### config.mk
export PLATFORM = sky130hd
export DESIGN_NAME = wrr_burst_sched
export DESIGN_NICKNAME = d
export VERILOG_FILES = /design/src/rtl/wrr_burst_sched_pkg.sv /design/src/rtl/wrr_burst_sched_rr_pick.sv /design/src/rtl/wrr_burst_sched.sv
export SDC_FILE = /design/constraint.sdc
export NUM_CORES = 1
export LEC_CHECK = 0
export BUFFER_PORTS_ARGS = -buffer_cell sky130_fd_sc_hd__buf_2
export CAP_MARGIN = 5
export CORE_MARGIN = 10
export CORE_UTILIZATION = 40
export CTS_BUF_LIST = sky130_fd_sc_hd__clkbuf_8
export DETAILED_ROUTE_END_ITERATION = 8
export GPL_TIMING_DRIVEN = 1
export PLACE_DENSITY_LB_ADDON = 0.1
export SKIP_LAST_GASP = 1
export SYNTH_ARGS = -nofsm -noshare
export SYNTH_HDL_FRONTEND = slang
export SYNTH_SLANG_ARGS = --single-unit
### constraint.sdc
create_clock -name clk -period 4.7 [get_ports clk]
set_clock_uncertainty 0.05 [all_clocks]
set_input_delay 0.705 -clock clk [delete_from_list [all_inputs] [get_ports clk]]
set_output_delay 0.705 -clock clk [all_outputs]
set_load 0.005 [all_outputs]
### src/rtl/wrr_burst_sched_pkg.sv
// Shared types and default sizing for the weighted round-robin
// burst scheduler.
package wrr_burst_sched_pkg;

    localparam int DEF_N        = 4;
    localparam int DEF_DW       = 32;
    localparam int DEF_WW       = 4;
    localparam int DEF_BEAT_MAX = 16;

    typedef enum logic [1:0] {
        IDLE   = 2'd0,
        REFILL = 2'd1,
        XFER   = 2'd2
    } state_e;

endpackage

### src/rtl/wrr_burst_sched_rr_pick.sv
// Combinational rotating-priority picker: first set mask bit at or
// after ptr (wrapping) is returned one-hot.
module wrr_burst_sched_rr_pick
    import wrr_burst_sched_pkg::*;
#(
    parameter int N  = DEF_N,
    parameter int PW = $clog2(DEF_N)
) (
    input  logic [N-1:0]  mask,
    input  logic [PW-1:0] ptr,
    output logic [N-1:0]  grant
);

    // Walk offsets from far to near so the nearest hit wins.
    function automatic logic [N-1:0] pick_fn(
        input logic [N-1:0]  m,
        input logic [PW-1:0] p
    );
        logic [N-1:0] g;
        int           j;
        g = '0;
        for (int k = N - 1; k >= 0; k--) begin
            j = (int'(p) + k) % N;
            if (m[j]) begin
                g    = '0;
                g[j] = 1'b1;
            end
        end
        return g;
    endfunction

    assign grant = pick_fn(mask, ptr);

endmodule

### src/rtl/wrr_burst_sched.sv
// Weighted round-robin burst scheduler: N masters share one slave
// port, bursts are locked to one owner and capped at BEAT_MAX beats.
module wrr_burst_sched
    import wrr_burst_sched_pkg::*;
#(
    parameter int N        = DEF_N,
    parameter int DW       = DEF_DW,
    parameter int WW       = DEF_WW,
    parameter int BEAT_MAX = DEF_BEAT_MAX
) (
    input  logic                 clk,
    input  logic                 rst_n,
    input  logic                 cfg_we,
    input  logic [$clog2(N)-1:0] cfg_idx,
    input  logic [WW-1:0]        cfg_weight,
    input  logic [N-1:0]         m_valid,
    input  logic [N-1:0]         m_last,
    input  logic [N*DW-1:0]      m_data,
    output logic [N-1:0]         m_ready,
    output logic                 s_valid,
    output logic                 s_last,
    output logic [DW-1:0]        s_data,
    input  logic                 s_ready,
    output logic [N-1:0]         owner,
    output logic                 abort
);

    localparam int PW = $clog2(N);
    localparam int BW = (BEAT_MAX > 1) ? $clog2(BEAT_MAX) : 1;
    localparam logic [BW-1:0] BEAT_END = BW'(BEAT_MAX - 1);

    state_e        state_q, state_d;
    logic [N-1:0]  owner_q, owner_d;
    logic [PW-1:0] ptr_q, ptr_d;
    logic [BW-1:0] beat_q, beat_d;
    logic [WW-1:0] credit_q [N];
    logic [WW-1:0] credit_d [N];
    logic [WW-1:0] weight_q [N];
    logic [WW-1:0] weight_d [N];

    logic [N-1:0]  has_credit;
    logic [N-1:0]  has_weight;
    logic [N-1:0]  eligible;
    logic [N-1:0]  pick;
    logic [PW-1:0] own_idx;
    logic          in_xfer;
    logic          cur_valid;
    logic          cur_last;
    logic          cnt_end;
    logic          accept;

    always_comb begin
        has_credit = '0;
        has_weight = '0;
        for (int i = 0; i < N; i++) begin
            has_credit[i] = credit_q[i] != '0;
            has_weight[i] = weight_q[i] != '0;
        end
    end

    assign eligible = m_valid & has_credit & has_weight;

    wrr_burst_sched_rr_pick #(
        .N  (N),
        .PW (PW)
    ) rr_pick (
        .mask  (eligible),
        .ptr   (ptr_q),
        .grant (pick)
    );

    always_comb begin
        own_idx = '0;
        for (int i = 0; i < N; i++) begin
            if (owner_q[i]) own_idx = PW'(i);
        end
    end

    // Slave-side view of the owning master; quiet outside XFER.
    assign in_xfer   = state_q == XFER;
    assign cur_valid = m_valid[own_idx];
    assign cur_last  = m_last[own_idx];
    assign cnt_end   = beat_q == BEAT_END;
    assign s_valid   = in_xfer & cur_valid;
    assign s_last    = in_xfer & (cur_last | cnt_end);
    assign s_data    = in_xfer ? m_data[int'(own_idx)*DW +: DW] : '0;
    assign m_ready   = in_xfer ? (owner_q & {N{s_ready}}) : '0;
    assign accept    = s_valid & s_ready;
    assign abort     = accept & cnt_end & ~cur_last;
    assign owner     = owner_q;

    always_comb begin
        state_d  = state_q;
        owner_d  = owner_q;
        ptr_d    = ptr_q;
        beat_d   = beat_q;
        credit_d = credit_q;
        weight_d = weight_q;
        unique case (state_q)
            IDLE: begin
                if (|eligible) begin
                    owner_d = pick;
                    beat_d  = '0;
                    state_d = XFER;
                end else if (|(m_valid & has_weight)) begin
                    state_d = REFILL;
                end
            end
            REFILL: begin
                credit_d = weight_q;
                state_d  = IDLE;
            end
            XFER: begin
                if (accept) begin
                    beat_d = beat_q + 1'b1;
                    if (s_last) begin
                        if (credit_q[own_idx] != '0) begin
                            credit_d[own_idx] = credit_q[own_idx] - 1'b1;
                        end
                        ptr_d   = (own_idx == PW'(N - 1)) ? '0
                                                          : own_idx + 1'b1;
                        owner_d = '0;
                        state_d = IDLE;
                    end
                end
            end
            default: state_d = IDLE;
        endcase
        // Weights land immediately; credits only follow on REFILL.
        if (cfg_we && (int'(cfg_idx) < N)) begin
            weight_d[cfg_idx] = cfg_weight;
        end
    end

    always_ff @(posedge clk or negedge rst_n) begin
        if (!rst_n) begin
            state_q <= IDLE;
            owner_q <= '0;
            ptr_q   <= '0;
            beat_q  <= '0;
            for (int i = 0; i < N; i++) begin
                credit_q[i] <= '0;
                weight_q[i] <= WW'(1);
            end
        end else begin
            state_q  <= state_d;
            owner_q  <= owner_d;
            ptr_q    <= ptr_d;
            beat_q   <= beat_d;
            credit_q <= credit_d;
            weight_q <= weight_d;
        end
    end

endmodule

# Word-level counts from Yosys, hierarchy flattened
# Index checks and enable logic that the tools add are counted.
[totals] reg_bits=44 in_bits=146 out_inout_bits=43 wordCells=143
[op_classes] addsub=6 magnitude_cmp=13 n_eq_ne=9 n_shift=1 n_mux=58 bitwise=16 reduce_logical=28
[ops] operator="$shiftx 128x8->32" count=1
[ops] operator="$mux 4" count=14
[ops] operator="$mux 16" count=3
[ops] operator="$reduce_bool 4->1" count=9
[ops] operator="$bwmux 16" count=2
[ops] operator="$mux 32" count=1
[ops] operator="$pmux 16 s2" count=1
[ops] operator="$and 4x4->4" count=4
[ops] operator="$demux 4 s2" count=2
[ops] operator="$pmux 4 s2" count=2
[ops] operator="$mux 1" count=14
[ops] operator="$mux 2" count=7
[ops] operator="$bmux 1 s2" count=6
[ops] operator="$lt 3x4->1 const B" count=3
[ops] operator="$ge 3x1->1 const B" count=3
[ops] operator="$reduce_and 3->1" count=3
[ops] operator="$bmux 4 s2" count=1
[ops] operator="$demux 1 s2" count=4
[ops] operator="$reduce_and 4->1" count=2
[ops] operator="$reduce_or 4->1" count=2
[ops] operator="$ge 3x3->1 const B" count=2
[ops] operator="$logic_and 1x1->1" count=6
[ops] operator="$lt 2x3->1 const B" count=2
[ops] operator="$lt 3x1->1 const B" count=2
[ops] operator="other kinds (20)" count=35

# Depth between registers and ports, before layout
[depth] depth_word=13 ltp_mapped=9 ltp_nobuf=7

# Modules after synthesis
# Synthesis repeated with hierarchy kept, for this count alone.
[unflattened] hier_cells=484 hier_area_um2=3936.3
[modules_own_cells] mod="wrr_burst_sched" n_inst=1 cells_per_inst=437 area_each_um2=3523.4 seq_area_each_um2=1106.1
[modules_own_cells] mod="wrr_burst_sched_rr_pick" n_inst=1 cells_per_inst=47 area_each_um2=412.9 seq_area_each_um2=0.0

# Worst setup path before layout
# Ideal clock, no wire load.
[synth_path] path_type="register to output" from="register owner_q[1], in the netlist owner[1]" to="output s_data[24]" arrival_time_ns=1.657 path_slack_ns=2.288 stages_incl_launch_ff=10 n_path_buf=3 cell_sequence="dfrtp_1 > buf_4 > buf_4 > buf_1 > mux2i_1 > nor2_1 > a21oi_1 > nor2_1 > a21oi_1 > nor2_1"
[synth_between] elab_chain_len=5
[synth_lines] item="start, declared" line_no="wrr_burst_sched.sv:33" text="logic [N-1:0] owner_q, owner_d;"
[synth_lines] item="start signal, assigned" line_no="wrr_burst_sched.sv:147" text="owner_q <= owner_d;"
[synth_lines] item="$mux 1" line_no="wrr_burst_sched.sv:75" text="if (owner_q[i]) own_idx = PW'(i);"
[synth_lines] item="$mux 2 (2 in series)" line_no="wrr_burst_sched.sv:75"
[synth_lines] item="$shiftx 128x8->32" line_no="wrr_burst_sched.sv:86" text="assign s_data = in_xfer ? m_data[int'(own_idx)*DW +: DW] : '0;"
[synth_lines] item="$mux 32" line_no="wrr_burst_sched.sv:86"
[synth_lines] item="end, declared" line_no="wrr_burst_sched.sv:22" text="output logic [DW-1:0] s_data,"
# No other way between the ends.

# Worst setup path in the final report
[layout_path] from="register owner_q[2], in the netlist owner[2]" to="output abort"
[layout_between] elab_chain_len=8 elab_cells_between_ends=11
[layout_lines] item="$mux 2 (*) (2 in series)" line_no="wrr_burst_sched.sv:75"
[layout_lines] item="$bmux 1 s2" line_no="wrr_burst_sched.sv:81" text="assign cur_valid = m_valid[own_idx];"
[layout_lines] item="$mux 1 (not written as such)" line_no="wrr_burst_sched.sv:81"
[layout_lines] item="$and 1x1->1" line_no="wrr_burst_sched.sv:84" text="assign s_valid = in_xfer & cur_valid;"
[layout_lines] item="$and 1x1->1" line_no="wrr_burst_sched.sv:88" text="assign accept = s_valid & s_ready;"
[layout_lines] item="$and 1x1->1" line_no="wrr_burst_sched.sv:89" text="assign abort = accept & cnt_end & ~cur_last;"
[layout_lines] item="$and 1x1->1 (*)" line_no="wrr_burst_sched.sv:89"
[layout_lines] item="end, declared" line_no="wrr_burst_sched.sv:25" text="output logic abort"
# Every way passes the cells marked *; elsewhere a longest branch is shown, timed or not. The select of a mux whose other input is x is not followed.

==> flow_metrics.env <==
export IMPL_route_detailed_drc=0
export IMPL_area_growth_synth_to_final_pct=29.4
export IMPL_synth_top_cell_area_share_pct=26.0
export IMPL_tightest_slew_ns=0.977
export IMPL_setup_tns_ns=0
export IMPL_dp_cells=766
export IMPL_rows=35
export IMPL_start_util_pct=41.4
export IMPL_via_per_inst=5.54
export IMPL_cp_arrival_ns=2.39
export IMPL_antenna_left=0
export IMPL_total_power_mw=2.82
export IMPL_netlist_top_cells_area="dfrtp_1 (26%), nor2_1 (12%), mux2i_1 (10%)"
export IMPL_powerDensity_nw_per_um2=567
export IMPL_die_h_um=118
export IMPL_status="completed"
export IMPL_setup_violations=0
export IMPL_synth_largest_area_cell="dfrtp_1"
export IMPL_yosysWarningCount=0
export IMPL_netlist_area_sq_um=3840
export IMPL_crit_fanout=66
export IMPL_layout_drive_gt1_share_pct=37.8
export IMPL_placed_area_sq_um=4850
export IMPL_leakagePower_nw=2.42
export IMPL_vias=4294
export IMPL_synth_seq_cells=44
export IMPL_syn_avg_cell_area_sq_um=8.08
export IMPL_post_cts_resized=0
export IMPL_maxCapViolations=0
export IMPL_yosys_most_used_dff="dfrtp_1"
export IMPL_drv_slew=0
export IMPL_cts_hold_buf=0
export IMPL_worst_path_largest_cell_delay_ns=0.60
export IMPL_first_global_vias=4112
export IMPL_htreeDepth=2
export IMPL_ioPinCount=189
export IMPL_critPathRequiredTime_ns=3.94
export IMPL_cts_buffers_inserted=5
export IMPL_crit_buf_inv=2
export IMPL_die_area_sq_um=13900
export IMPL_drt_initial_drc_count=455
export IMPL_grt_usage_pct=20.4
export IMPL_synthesis_nets=633
export IMPL_crit_family="compound AO/OA/AOI/OAI gates"
export IMPL_nets=801
export IMPL_synth_edf_count=0
export IMPL_insertion_delay_ns=0.30
export IMPL_io_buffers=188
export IMPL_grt_max_degree=67
export IMPL_cts_sinks=44
export IMPL_cts_root_buf="clkbuf_8"
export IMPL_timing_final_crit_period_ns=3.14
export IMPL_antenna_found_initial=0
export IMPL_cts_setup_buffers=0
export IMPL_globalplace_congestion=0.888
export IMPL_rsz0062_at_grt="no"
export IMPL_clk_pin_slew_worst_paths_ns=0.09
export IMPL_path_class="flop to output pin"
export IMPL_ir_drop_v=0.000337
export IMPL_grt_ovfl_total=0
export IMPL_place_hpwl_mm=12.0
export IMPL_async_reset_ff_share_pct=100
export IMPL_worstSetupStartpointType="flop"
export IMPL_hold_violations=0
export IMPL_synth_distinct_cells=48
export IMPL_setup_ws_ns=1.56
export IMPL_layout_common_cells="buf_2 (188), nor2_1 (118), a21oi_1 (70)"
export IMPL_die_w_um=118
export IMPL_synthCells=476
export IMPL_fill_cells=906
export IMPL_firstDrtPassIters=5
export IMPL_core_area_sq_um=9280
export IMPL_cts_tree="yes"
export IMPL_end_kind="output pin"
export IMPL_finalCritPeriodShare_pct=66.9
export IMPL_clockBufferDepth=2
export IMPL_grt_first_pass_wirelength_mm=23.7
export IMPL_fin_area_sq_um=4970
export IMPL_final_cells=775
export IMPL_hold_class="flop to flop"
export IMPL_cp_slowest_cell="a211oi_1"
export IMPL_routed_wl_mm=14.9
export IMPL_relSlewSlack_pct=34.9
export IMPL_final_common_cell="buf_2"
export IMPL_pre_cts_ws_ns=1.86
export IMPL_seq_area_frac_synth_pct=28.8
export IMPL_timing_fmax_ghz=0.318
export IMPL_crit_path_cell_trace="buf_4 -> nor2b_1 -> a211oi_1 -> a21oi_1 -> and3_1 -> buf_2"
export IMPL_wire_per_inst_um=19.3
-- metrics by stage --
step,hold WS [ns],util [%]
detailed placement,0.459,52.3
finish,0.474,53.6
CTS,0.472,53.6
global route,0.513,53.6
global placement,0.435,52.3
floorplan,0.359,-
-- cell usage after synthesis (all sizes together) (2+ instances only) --
master	instances
xor2	3
and3	6
nor3	6
mux2	18
nor3b	4
a2111oi	2
mux4	3
nand2	16
buf	11
nor2b	5
mux2i	39
o22ai	5
clkbuf	20
a221o	2
nand3b	3
dfrtp	40
a21oi	70
nand4	2
inv	11
a221oi	4
a211oi	3
nor2	119
and2b	2
or2	5
o21ai	10
o31ai	4
a22oi	16
o2bb2ai	8
dfstp	4
nor4	5
o41ai	5
a21o	3
ha	11
a22o	5
-- layer usage --
layer / track usage [%] / wire [um] / part of all wire [%] / up-vias
met2: 36.3 / 7480 / 50 / 184
met3: 3.55 / 864 / 5.8 / 4
met1: 25.5 / 6550 / 44 / 2046
met5: 0 / 0 / 0 / -
li1: - / - / - / 2060
met4: 2.78 / 51 / 0.34 / 0
-- final cells by class --
type	instances	area (sq um)	area share (%)
multi-input cells	390	2570	51.6
diodes	1	2.50	0.0503
clock buffers	6	82.6	1.66
well taps	129	161	3.24
inverters	11	41.3	0.830
repair buffers	192	971	19.5
flip-flops and latches	44	1110	22.3
clock inverters	2	38.8	0.780
-- cell families after synthesis --
logic type,count (synthesis),share of synthesized area [%]
AO/OA/AOI/OAI,140,25.0
XOR/XNOR,3,0.683
adder cells (fa/ha/maj),11,3.58
buffers and inverters,42,4.52
flip-flops,44,28.8
multiplexers,60,17.2
AND/OR/NAND/NOR,176,20.3
-- report_power, final --
group | internal [mW] | switching (mW)
Sequential | 0.506 | 0.172
Clock | 0.174 | 0.140
Combinational | 0.760 | 1.07
Total | 1.44 | 1.38
-- worst paths after layout --
check / to / slack [ns] / cells after the start / from
max in group asynchronous: owner[2] / 3.42 / 1 / rst_n
worst max register to register: credit_q[15] / 1.95 / 7 / owner[2]
min in group asynchronous: weight_q[15] / 0.51 / 1 / rst_n
worst max-delay path: abort / 1.56 / 6 / owner[2]
worst min register to register: beat_q[0] / 0.47 / 1 / beat_q[0]
worst min-delay path: beat_q[0] / 0.47 / 1 / beat_q[0]
-- worst register-to-register path: stages (launching register included) --
cell and delay, ns:
dfrtp_2 0.48, buf_4 0.34, nor2b_1 0.24, a211oi_1 0.60, o21ai_4 0.19, a31oi_4 0.27
o22ai_1 0.20, a22o_1 0.28
-- state kept, by name, summed over array words and instances, names as in the netlist --
| name | count |
|---|---|
| credit_q | 16 |
| beat_q | 4 |
| weight_q | 16 |
| state_q | 2 |
| owner | 4 |
| ptr_q | 2 |
(Power assumes the default switching activity.)
